$ cat src/rtl/uart_tx_arbiter.sv
// Round-robin arbiter sharing the UART TX FIFO write port between NUM_REQ packet sources.
// Optional macro UART_ARB_BURST_LIMIT_EN also releases a grant after MAX_BURST beats.
module uart_tx_arbiter #(
  parameter int NUM_REQ   = 4,
  parameter int DATA_SIZE = 8,
  parameter int MAX_BURST = 4,
  localparam int ID_W     = $clog2(NUM_REQ)
) (
  input  logic                         clk,
  input  logic                         reset,
  input  logic                         s_tick,
  input  logic [NUM_REQ-1:0]           req_valid,
  input  logic [NUM_REQ*DATA_SIZE-1:0] req_data,
  input  logic [NUM_REQ-1:0]           req_last,
  output logic [NUM_REQ-1:0]           req_ready,
  input  logic                         fifo_full,
  output logic                         fifo_wr,
  output logic [DATA_SIZE-1:0]         fifo_w_data,
  output logic [ID_W-1:0]              grant_id,
  output logic                         busy
);

  localparam int CNT_W = $clog2(MAX_BURST + 1);

  typedef enum logic [0:0] {ST_IDLE = 1'b0, ST_LOCK = 1'b1} state_t;

  state_t           state_r;
  logic [ID_W-1:0]  rr_ptr_r;
  logic [ID_W-1:0]  grant_id_r;
  logic [CNT_W-1:0] beat_cnt_r;

  logic [ID_W-1:0]      pick_s;
  logic [ID_W-1:0]      idx_s;
  logic                 any_s;
  logic                 hit_s;
  logic                 lock_s;
  logic                 go_s;
  logic                 owner_valid_s;
  logic                 owner_last_s;
  logic [DATA_SIZE-1:0] owner_data_s;
  logic [CNT_W-1:0]     cnt_inc_s;
  logic                 release_s;
  logic [ID_W-1:0]      rr_next_s;

  // First valid requester at or after rr_ptr, wrapping around.
  always_comb begin
    pick_s = '0;
    any_s  = 1'b0;
    idx_s  = '0;
    hit_s  = 1'b0;
    for (int k = 0; k < NUM_REQ; k++) begin
      idx_s  = ID_W'((int'(rr_ptr_r) + k) % NUM_REQ);
      hit_s  = req_valid[idx_s] & ~any_s;
      pick_s = hit_s ? idx_s : pick_s;
      any_s  = any_s | hit_s;
    end
  end

  assign lock_s        = (state_r == ST_LOCK);
  assign owner_valid_s = req_valid[grant_id_r];
  assign owner_last_s  = req_last[grant_id_r];
  assign owner_data_s  = req_data[grant_id_r*DATA_SIZE +: DATA_SIZE];
  assign go_s          = lock_s & s_tick & ~fifo_full;
  assign cnt_inc_s     = beat_cnt_r + CNT_W'(1);
  assign rr_next_s     = (grant_id_r == ID_W'(NUM_REQ - 1)) ? '0 : grant_id_r + ID_W'(1);

`ifdef UART_ARB_BURST_LIMIT_EN
  assign release_s = fifo_wr & (owner_last_s | (cnt_inc_s == CNT_W'(MAX_BURST)));
`else
  assign release_s = fifo_wr & owner_last_s;
`endif

  // Only the owner sees ready, and only on an unblocked tick.
  always_comb begin
    req_ready = '0;
    if (go_s) begin
      req_ready[grant_id_r] = 1'b1;
    end else begin
      req_ready = '0;
    end
  end

  assign fifo_wr     = go_s & owner_valid_s;
  assign fifo_w_data = lock_s ? owner_data_s : '0;
  assign grant_id    = grant_id_r;
  assign busy        = lock_s;

  // Arbitration FSM: grant in IDLE, hold ownership in LOCK until release.
  always_ff @(posedge clk or posedge reset) begin
    if (reset) begin
      state_r    <= ST_IDLE;
      rr_ptr_r   <= '0;
      grant_id_r <= '0;
      beat_cnt_r <= '0;
    end else begin
      case (state_r)
        ST_IDLE: begin
          if (any_s) begin
            grant_id_r <= pick_s;
            beat_cnt_r <= '0;
            state_r    <= ST_LOCK;
          end
        end
        ST_LOCK: begin
          if (release_s) begin
            state_r    <= ST_IDLE;
            rr_ptr_r   <= rr_next_s;
            beat_cnt_r <= '0;
          end else if (fifo_wr && !(&beat_cnt_r)) begin
            beat_cnt_r <= cnt_inc_s;
          end
        end
        default: begin
          state_r    <= ST_IDLE;
          beat_cnt_r <= '0;
        end
      endcase
    end
  end

endmodule
$ cat config.mk
export PLATFORM = sky130hd
export DESIGN_NAME = uart_tx_arbiter
export DESIGN_NICKNAME = d
export VERILOG_FILES = /design/src/rtl/uart_tx_arbiter.sv
export SDC_FILE = /design/constraint.sdc
export NUM_CORES = 1
export LEC_CHECK = 0
export CORE_MARGIN = 3
export CORE_UTILIZATION = 28
export CTS_CLUSTER_DIAMETER = 30
export DETAILED_ROUTE_END_ITERATION = 10
export GPL_TIMING_DRIVEN = 0
export MAX_ROUTING_LAYER = met4
export PLACE_DENSITY = 0.75
export SLEW_MARGIN = 25
export SYNTH_ARGS = -nofsm -noshare
export SYNTH_HDL_FRONTEND = slang
export SYNTH_SLANG_ARGS = --single-unit
export TNS_END_PERCENT = 1
$ cat constraint.sdc
create_clock -name clk -period 1.5 [get_ports clk]
set_input_delay 0.15 -clock clk [delete_from_list [all_inputs] [get_ports clk]]
set_output_delay 0.15 -clock clk [all_outputs]
set_load 0.01 [all_outputs]
Yosys cells after proc, flatten, opt, wreduce, memory -nomap -nowiden
Cells that the tools add are included.
{"block": "word_totals", "ff_bits": 5, "elab_cells": 57}
{"block": "op_classes", "addsub": 4, "n_lt_le_gt_ge": 6, "n_eq_ne": 1, "n_shift": 1, "mux": 24, "n_bitwise": 15, "reduce_logical": 3}
{"op": "$shiftx 32x6->8", "n": 1}
{"op": "$lt 2x3->1 const B", "n": 5}
{"op": "$bmux 1 s2", "n": 6}
{"op": "$mux 2", "n": 5}
{"op": "$mux 1", "n": 9}
{"op": "$mux 8", "n": 1}
{"op": "$and 1x1->1", "n": 7}
{"op": "$not 1->1", "n": 5}
{"op": "$add 2x1->2 const B", "n": 2}
{"op": "$add 2x2->2 const B", "n": 2}
{"op": "$mux 4", "n": 1}
{"op": "$reduce_and 2->1", "n": 2}
{"op": "$or 1x1->1", "n": 3}
{"op": "$demux 1 s2", "n": 1}
{"op": "$eq 2x2->1 const B", "n": 1}
{"op": "$ge 2x1->1 const B", "n": 1}
{"op": "$pmux 1 s2", "n": 1}
{"op": "$logic_and 1x1->1", "n": 1}

Logic depth before layout (Yosys ltp)
Gate-level depths: netlist of run 1.
{"block": "logic_depth", "word_depth": 13, "depth_mapped": 4, "mapped_depth_nobuf": 4}

Least setup slack after synthesis of run 1
No wires, ideal clock.
{"block": "synth_timing", "path_kind": "flip-flop to flip-flop", "startpoint": "reg grant_id_r[0] (netlist: grant_id[0])", "endpoint": "reg rr_ptr_r[0]", "setup_ns": 0.125, "t_arrival_ns": 1.566, "required_time_ns": 1.375, "setup_slack_ns": -0.192, "stages_incl_launch_ff": 5, "n_path_buf": 0, "synth_period_minus_slack_ns": 1.692, "cell_sequence": "dfrtp_1 mux4_2 and2_4 nand2_2 mux2_4"}
{"block": "synth_via", "elab_chain_len": 5, "word_cells_on_any_way": 10, "cone_classes": "1 x add/sub; 1 x eq/ne; 5 x mux; 2 x bitwise; 1 x reduce/logical"}
{"item": "start, declared", "line_no": "29", "text": "logic [ID_W-1:0] grant_id_r;"}
{"item": "start signal, assigned", "line_no": "99", "text": "grant_id_r <= pick_s;"}
{"item": "$bmux 1 s2", "line_no": "60", "text": "assign owner_valid_s = req_valid[grant_id_r];"}
{"item": "$mux 1 (not written as such)", "line_no": "60"}
{"item": "$and 1x1->1", "line_no": "83", "text": "assign fifo_wr = go_s & owner_valid_s;"}
{"item": "via fifo_wr", "line_no": "17", "text": "output logic fifo_wr,"}
{"item": "$and 1x1->1", "line_no": "70", "text": "assign release_s = fifo_wr & owner_last_s;"}
{"item": "$reduce_and 2->1 (no source line)"}
{"item": "end signal, assigned", "line_no": "107", "text": "rr_ptr_r <= rr_next_s;"}
{"item": "end, declared", "line_no": "28", "text": "logic [ID_W-1:0] rr_ptr_r;"}
The timed path passes the listed nets, and every way through them passes these cells. The select of a mux whose other input is x is not followed.
A chain may end at the register's enable or synchronous reset.

Final worst setup path of run 1
{"block": "layout_timing", "startpoint": "reg grant_id_r[0] (netlist: grant_id[0])", "endpoint": "out fifo_w_data[1]"}
{"block": "layout_via", "elab_chain_len": 2}
{"item": "$shiftx 32x6->8", "line_no": "62", "text": "assign owner_data_s = req_data[grant_id_r*DATA_SIZE +: DATA_SIZE];"}
{"item": "$mux 8", "line_no": "84", "text": "assign fifo_w_data = lock_s ? owner_data_s : '0;"}
{"item": "end, declared", "line_no": "18", "text": "output logic [DATA_SIZE-1:0] fifo_w_data,"}
No other way between the ends.

==> impl_table.tex, run 1 <==
\begin{tabular}{lr}
\hline
Metric & Value \\
\hline
\multicolumn{2}{l}{\textbf{Die}} \\
Number of ports placed on the die boundary & 60 \\
Die area & slightly above 0.003 mm² \\
Die boundary height & $\sim$55 µm \\
Width of the die & approximately 55 µm \\
Initial core utilization & 0.299 \\
Cell Rows & 17 \\
Core Box Area & between 0.002 and 0.0025 mm² \\
\multicolumn{2}{l}{\textbf{Synthesis}} \\
Number of synthesized register bits & 5 \\
Number of distinct library cell variants in the gate-level netlist after synthesis & 20 \\
Complex-gate fraction of the synthesized area & 0.0743 \\
Synthesized area & 673 µm² \\
Share of synthesized area occupied by flip-flops and latches & 0.186 \\
Xor and xnor fraction of the mapped netlist area & 0 \\
Gate Count Post-Synth & 61 \\
Mux cell area share after synthesis & 0.424 \\
Synth Net Count & 109 \\
Avg Cell Area, Syn & between 10 and 15 µm² \\
Adder and majority cell fraction of the synthesized area & 0.0743 \\
Area fraction in and, or, nand and nor cells after synthesis & 0.177 \\
Largest family of logic cells by synthesized area & multiplexers \\
Warnings from Yosys & 0 \\
\multicolumn{2}{l}{\textbf{Critical path}} \\
Flop-to-flop setup slack & -170 ps \\
Cells on worst reg2reg path & 5 \\
RR Endpoint & rr\_ptr\_r[1]\$\_DFFE\_PP0P\_ \\
Crit Reg-Reg Startpoint & grant\_id[0]\$\_DFFE\_PP0P\_ \\
Startpoint kind of the worst setup timing path & flop \\
Endpoint arrival time on the critical path & 1600 ps \\
Critical Path Source & grant\_id[0]\$\_DFFE\_PP0P\_ \\
Kind of critical path & reg -> out \\
Capture point of the worst path & fifo\_w\_data[1] \\
Critical Path RT & around 1400 ps \\
Setup crit end kind & primary output \\
Biggest fanout along the worst timing path & 8 \\
\multicolumn{2}{l}{\textbf{Cells and area}} \\
Post-layout net count & 178 \\
Area of all placed cells without fillers & approximately 0.0013 mm² \\
Number of inserted diodes & 0 \\
Post-route insts no fill & roughly 160 \\
Final core utilization & 0.589 \\
Proportion of layout cells with a drive suffix above 1 & 0.326 \\
Area delta synth->final & 97.4\% \\
\multicolumn{2}{l}{\textbf{Clock tree}} \\
Clock latency on the worst-skew pair & 250 ps \\
Cts bufs inserted & 3 \\
H-tree Lvls & 1 \\
Clock tree from TritonCTS & yes \\
Number of sinks on the clock net & 5 \\
Root cell of the clock tree & sky130\_fd\_sc\_hd\_\_clkbuf\_4 \\
Clock transition at the registers of the reported paths & approximately 50 ps \\
Longest Clk Path Bufs & 2 \\
\multicolumn{2}{l}{\textbf{Min path}} \\
Type of the most critical hold path & in -> async \\
\multicolumn{2}{l}{\textbf{Detailed routing}} \\
Vias/cell & around 5 \\
DR vias & 785 \\
Average routed wire per standard cell & about 16 µm \\
DRC violation total after the first TritonRoute iteration & 10 \\
Post-detailed-route DRC marker count & 0 \\
Router iterations before antenna repair & 4 \\
Routed wire length & between 2 and 2.5 mm \\
Number of nets with antenna violations after routing & 0 \\
\multicolumn{2}{l}{\textbf{Status}} \\
Violations in the final reports & setup timing \\
Status & finished, violations left \\
\multicolumn{2}{l}{\textbf{Pwr}} \\
Peak VDD IR & 1010 µV \\
Leakage power & slightly below 0.0006 µW \\
Pwr Total & approximately 1900 µW \\
Power Dens Cells & roughly 1400 mW/mm² \\
\multicolumn{2}{l}{\textbf{Run}} \\
Max Cap Viol & 0 \\
\multicolumn{2}{l}{\textbf{GRT}} \\
Initial antenna violation count & 0 \\
Gr ovfl total & 0 \\
Vias in the first global route & between 700 and 800 \\
Global-route wire length before repair & roughly 3.3 mm \\
Pin count of the biggest net entering global routing & 11 \\
Total routing usage reported by global routing & 0.159 \\
\multicolumn{2}{l}{\textbf{Placed design}} \\
Inst Count DP & between 100 and 150 \\
Area after detailed placement & 0.00131 mm² \\
Estimated wirelength of the detail-placed design & between 1.5 and 2 mm \\
Routability Congestion & between 0.7 and 0.8 \\
Number of port buffers & just under 60 \\
\multicolumn{2}{l}{\textbf{STA}} \\
Final setup margin & -247 ps \\
Highest attainable clock frequency & approximately 570 MHz \\
Final period demand of the worst path & roughly 1700 ps \\
Setup repair after global routing missed its margin & yes \\
Hold violation count in the final report & 0 \\
Final clock period utilization by the worst path & 1.16 \\
Number of slew-limit violations in the final report & 0 \\
Worst rel slew slack & 0.751 \\
Setup Viol. Count Final & 13 \\
Slew @ Worst Pin & about 370 ps \\
Fin Clk Skew & around 11 ps \\
\hline
\end{tabular}
==> repair_timing <==
item	4_1_cts	5_1_grt
gates resized for setup	61	5
cloned	0	0
setup endpoints to repair	15	14
buffers inserted	5	0
hold buffers	0	0
pin swaps	1	0
==> worst min-delay path by stage <==
| stage | startpoint | to |
|---|---|---|
| 3_3_place_gp | reset | grant_id[1]$_DFFE_PP0P_ |
| 6_report | reset | grant_id[1]$_DFFE_PP0P_ |
| 5_1_grt | reset | busy$_DFF_PP0_ |
| 4_1_cts | reset | grant_id[1]$_DFFE_PP0P_ |
| 3_5_place_dp | reset | busy$_DFF_PP0_ |
| 2_1_floorplan | reset | busy$_DFF_PP0_ |
==> routing by layer <==
layer  routed length, µm  track usage
met4                  37       0.0364
met3                 469       0.0804
met2                1110        0.280
met1                 844        0.155
met5                   0            -
==> worst max-delay path, cell delays in order (launching register included) <==
cell                      delay, ps
sky130_fd_sc_hd__dfrtp_2        400
sky130_fd_sc_hd__buf_8          160
sky130_fd_sc_hd__mux4_2         500
sky130_fd_sc_hd__and2_1         170
sky130_fd_sc_hd__buf_2          130
==> power breakdown <==
part,internal (µW),switching [µW]
sequential,198,65.9
clock,101,56.8
combinational,875,567
==> synthesized netlist by cell type <==
library cell	instances	area [µm²]
sky130_fd_sc_hd__o22ai_1	2	12.5
sky130_fd_sc_hd__ha_1	4	50.1
sky130_fd_sc_hd__nor2_1	2	7.51
sky130_fd_sc_hd__buf_2	2	10.0
sky130_fd_sc_hd__a222oi_1	1	10.0
sky130_fd_sc_hd__nor4_1	1	6.26
sky130_fd_sc_hd__clkbuf_1	1	3.75
sky130_fd_sc_hd__mux4_1	2	52.6
sky130_fd_sc_hd__and3b_1	1	8.76
sky130_fd_sc_hd__mux2_2	2	22.5
sky130_fd_sc_hd__inv_1	8	30.0
sky130_fd_sc_hd__a21oi_1	2	10.0
sky130_fd_sc_hd__nand2_2	1	6.26
sky130_fd_sc_hd__dfrtp_1	5	125
sky130_fd_sc_hd__and2_4	1	8.76
sky130_fd_sc_hd__mux4_2	8	180
sky130_fd_sc_hd__a22oi_1	1	7.51
sky130_fd_sc_hd__and2_1	13	81.3
sky130_fd_sc_hd__mux2_4	2	30.0
sky130_fd_sc_hd__o21ai_0	2	10.0
==> metrics by stage <==
stage | setup slack (ps) | hold slack, ps | setup TNS [ps]
global route | -305 | 123 | -3240
detailed placement | -612 | 371 | -6740
finish | -247 | 101 | -2420
global placement | -601 | 365 | -6660
floorplan | -79.5 | -71.5 | -624
CTS | -252 | 101 | -2660
==> state kept, by name, indices dropped and copies added, names as in the netlist <==
name,flops
grant_id,2
rr_ptr_r,2
busy,1
==> cells by family after synthesis <==
kind of cell / after synthesis
AO/OA/AOI/OAI: 8
adder cells (fa/ha/maj): 4
buffers and inverters: 11
flip-flops: 5
multiplexers: 14
AND/OR/NAND/NOR: 19
==> cell type report <==
| class | instances | area (µm²) |
|---|---|---|
| repair buffers | 64 | 579 |
| plain buffers | 3 | 30.0 |
| multi-input cells | 45 | 502 |
| flip-flops and latches | 5 | 126 |
| fillers | 193 | 926 |
| inverters | 8 | 30.0 |
| well taps | 28 | 35.0 |
| clock buffers | 4 | 26.3 |
==> placed cells by master, fill, tap and decap left out <==
cell and n:
sky130_fd_sc_hd__buf_2 12, sky130_fd_sc_hd__nor2_1 2, sky130_fd_sc_hd__and2_1 13, sky130_fd_sc_hd__mux2_2 2, sky130_fd_sc_hd__inv_1 6, sky130_fd_sc_hd__inv_2 2, sky130_fd_sc_hd__and3b_1 1, sky130_fd_sc_hd__nand2_4 1
sky130_fd_sc_hd__mux4_2 10, sky130_fd_sc_hd__clkbuf_1 2, sky130_fd_sc_hd__o22ai_1 2, sky130_fd_sc_hd__o21ai_0 2, sky130_fd_sc_hd__clkbuf_4 3, sky130_fd_sc_hd__a222oi_1 1, sky130_fd_sc_hd__mux2_4 2, sky130_fd_sc_hd__buf_8 1
sky130_fd_sc_hd__ha_1 4, sky130_fd_sc_hd__dfrtp_2 1, sky130_fd_sc_hd__a22oi_1 1, sky130_fd_sc_hd__clkdlybuf4s50_1 45, sky130_fd_sc_hd__nor4_1 1, sky130_fd_sc_hd__buf_6 5, sky130_fd_sc_hd__buf_4 2, sky130_fd_sc_hd__and2_4 1
sky130_fd_sc_hd__a21oi_1 2, sky130_fd_sc_hd__dlygate4sd2_1 1, sky130_fd_sc_hd__dfrtp_1 4
No activity file was read; power rests on OpenSTA's default activity.
==> run 2: changes to the inputs <==
--- a/config.mk
+++ b/config.mk
@@ -9,7 +9,7 @@
 export CORE_UTILIZATION = 28
 export CTS_CLUSTER_DIAMETER = 30
 export DETAILED_ROUTE_END_ITERATION = 10
-export GPL_TIMING_DRIVEN = 0
+export GPL_TIMING_DRIVEN = 1
 export MAX_ROUTING_LAYER = met4
 export PLACE_DENSITY = 0.75
 export SLEW_MARGIN = 25
==> impl_table.tex, run 2 (same netlist as run 1, synthesis figures left out) <==
\begin{tabular}{lr}
\hline
Metric & Value \\
\hline
\multicolumn{2}{l}{\textbf{Status}} \\
Status & finished, violations left \\
Violations in the final reports & setup timing \\
\multicolumn{2}{l}{\textbf{Detailed routing}} \\
Vias/cell & around 4.8 \\
Routed wire length & around 2.6 mm \\
Number of nets with antenna violations after routing & 0 \\
Post-detailed-route DRC marker count & 0 \\
DRC violation total after the first TritonRoute iteration & 9 \\
Average routed wire per standard cell & 15.4 µm \\
Router iterations before antenna repair & 4 \\
DR vias & 800 \\
\multicolumn{2}{l}{\textbf{Critical path}} \\
Slowest-stage cell, CP & sky130\_fd\_sc\_hd\_\_mux4\_2 \\
Bufs and invs on worst path & 3 \\
Depth of the critical timing path with buffers and inverters included & 6 \\
Endpoint arrival time on the critical path & just under 2000 ps \\
Cells on worst reg2reg path & 6 \\
Sequence of cells on the critical path & buf\_6 > buf\_6 > buf\_6 > mux4\_2 > nand2\_4 > mux2\_4 \\
Cell family with the largest share of critical-path delay & multiplexers \\
Kind of critical path & reg -> reg \\
Critical Path RT & 1630 ps \\
Startpoint kind of the worst setup timing path & flop \\
Largest stage delay on the critical path & roughly 530 ps \\
Most frequent cell on the critical path & sky130\_fd\_sc\_hd\_\_buf\_6 \\
Biggest fanout along the worst timing path & 4 \\
Setup crit end kind & flop \\
\multicolumn{2}{l}{\textbf{GRT}} \\
Pin count of the biggest net entering global routing & 12 \\
Vias in the first global route & between 700 and 800 \\
Gr ovfl total & 0 \\
Global-route wire length before repair & approximately 3.4 mm \\
Initial antenna violation count & 0 \\
Total routing usage reported by global routing & 0.165 \\
\multicolumn{2}{l}{\textbf{Placed design}} \\
Estimated wirelength of the detail-placed design & roughly 2.1 mm \\
Number of port buffers & between 50 and 60 \\
Routability Congestion & roughly 0.74 \\
\multicolumn{2}{l}{\textbf{STA}} \\
Final setup TNS & -3200 ps \\
Worst rel slew slack & 0.775 \\
Setup Viol. Count Final & 16 \\
Slew @ Worst Pin & about 340 ps \\
Final period demand of the worst path & between 1500 and 2000 ps \\
Highest attainable clock frequency & between 500 and 600 MHz \\
Number of slew-limit violations in the final report & 0 \\
Fin Clk Skew & roughly 2.6 ps \\
Final clock period utilization by the worst path & 1.20 \\
Hold violation count in the final report & 0 \\
Final setup margin & -301 ps \\
Setup repair after global routing missed its margin & yes \\
\multicolumn{2}{l}{\textbf{Cells and area}} \\
Post-layout net count & $\sim$190 \\
Top library cells by usage in the layout, fill and taps aside & 43 x sky130\_fd\_sc\_hd\_\_clkdlybuf4s50\_1, 11 x sky130\_fd\_sc\_hd\_\_and2\_1, 11 x sky130\_fd\_sc\_hd\_\_buf\_4 \\
Proportion of layout cells with a drive suffix above 1 & 0.391 \\
Number of inserted diodes & 0 \\
Final core utilization & 0.636 \\
Area delta synth->final & 113\% \\
Most frequent standard cell in the layout excluding fill and tap cells & sky130\_fd\_sc\_hd\_\_clkdlybuf4s50\_1 \\
\multicolumn{2}{l}{\textbf{Clock tree}} \\
Clock tree from TritonCTS & yes \\
Clock latency on the worst-skew pair & 240 ps \\
Cts bufs inserted & 3 \\
Clock transition at the registers of the reported paths & roughly 40 ps \\
Number of sinks on the clock net & 5 \\
Post-CTS Hold Fix Bufs & 0 \\
Longest Clk Path Bufs & 2 \\
Root cell of the clock tree & sky130\_fd\_sc\_hd\_\_clkbuf\_4 \\
H-tree Lvls & 1 \\
\multicolumn{2}{l}{\textbf{Pwr}} \\
Leakage power & between 0.0006 and 0.0007 µW \\
Power Dens Cells & approximately 1400 mW/mm² \\
Peak VDD IR & a little under 1000 µV \\
\multicolumn{2}{l}{\textbf{Min path}} \\
Type of the most critical hold path & in -> async \\
\multicolumn{2}{l}{\textbf{Run}} \\
Max Cap Viol & 0 \\
\multicolumn{2}{l}{\textbf{Die}} \\
Width of the die & approximately 55 µm \\
Number of ports placed on the die boundary & 60 \\
Cell Rows & 17 \\
Initial core utilization & 0.299 \\
Die boundary height & about 55 µm \\
Core Box Area & roughly 0.0023 mm² \\
Die area & 0.00303 mm² \\
\hline
\end{tabular}
==> run 2: cell types whose count changed in the layout (fill, tap and decap cells not counted), moves of 2 or more <==
cell / previous run / this run
sky130_fd_sc_hd__dlymetal6s2s_1: 0 / 2
sky130_fd_sc_hd__buf_4: 2 / 11
sky130_fd_sc_hd__clkdlybuf4s50_1: 45 / 43
sky130_fd_sc_hd__and2_4: 1 / 3
sky130_fd_sc_hd__buf_6: 5 / 8
sky130_fd_sc_hd__and2_1: 13 / 11
sky130_fd_sc_hd__buf_2: 12 / 10
==> run 2: per-layer routing <==
layer / vias up / GRT usage / wire [µm]
met5: - / - / 0
met4: 0 / 0.0162 / 0
met3: 0 / 0.0697 / 390
met2: 51 / 0.278 / 1230
met1: 369 / 0.190 / 946
li1: 380 / - / -
==> run 2: final cells by class <==
| class | count | area (µm²) |
|---|---|---|
| flip-flops and latches | 5 | 126 |
| inverters | 8 | 30.0 |
| multi-input cells | 45 | 509 |
| clock buffers | 4 | 26.3 |
| fillers | 184 | 821 |
| well taps | 28 | 35.0 |
| repair buffers | 76 | 707 |
==> run 2: path summary, 6_finish.rpt <==
check,to,from,slack (ps)
worst max-delay path,rr_ptr_r[1]$_DFFE_PP0P_,grant_id[0]$_DFFE_PP0P_,-300
worst min-delay path,busy$_DFF_PP0_,reset,110
worst max register to register,rr_ptr_r[1]$_DFFE_PP0P_,grant_id[0]$_DFFE_PP0P_,-300
worst min register to register,rr_ptr_r[0]$_DFFE_PP0P_,rr_ptr_r[0]$_DFFE_PP0P_,560
max in group asynchronous,grant_id[0]$_DFFE_PP0P_,reset,1200
min in group clk,rr_ptr_r[0]$_DFFE_PP0P_,rr_ptr_r[0]$_DFFE_PP0P_,560
==> run 2: worst register-to-register path, delay by kind of cell (launching register included) <==
kind | cells | cell delay [ps]
mux | 2 | 820
flops | 1 | 430
buf+inv | 3 | 340
simple gates | 1 | 90
==> run 2: power by group <==
part	switching (µW)	internal [µW]	total, µW
sequential	76.8	198	274
combinational	587	1010	1600
clock	55.8	101	156
total	720	1310	2030
==> run 2: per-stage QoR <==
step / cells / worst slack (ps) / instance area [µm²] / hold slack, ps / total power (µW)
5_1_grt: 166 / -345 / 1430 / 107 / 2180
4_1_cts: 166 / -271 / 1410 / 116 / 1970
3_5_place_dp: 158 / -423 / 1390 / 380 / 1760
3_3_place_gp: 158 / -416 / 1390 / 367 / 1740
6_report: 166 / -301 / 1430 / 114 / 2030
2_1_floorplan: 61 / -79.5 / 679 / -71.5 / 1060
==> run 2: timing repair <==
item	CTS	global route
gates cloned	0	0
setup buffers	4	0
endpoints found under the setup margin	17	19
resized for setup	63	6
pin swaps	9	0
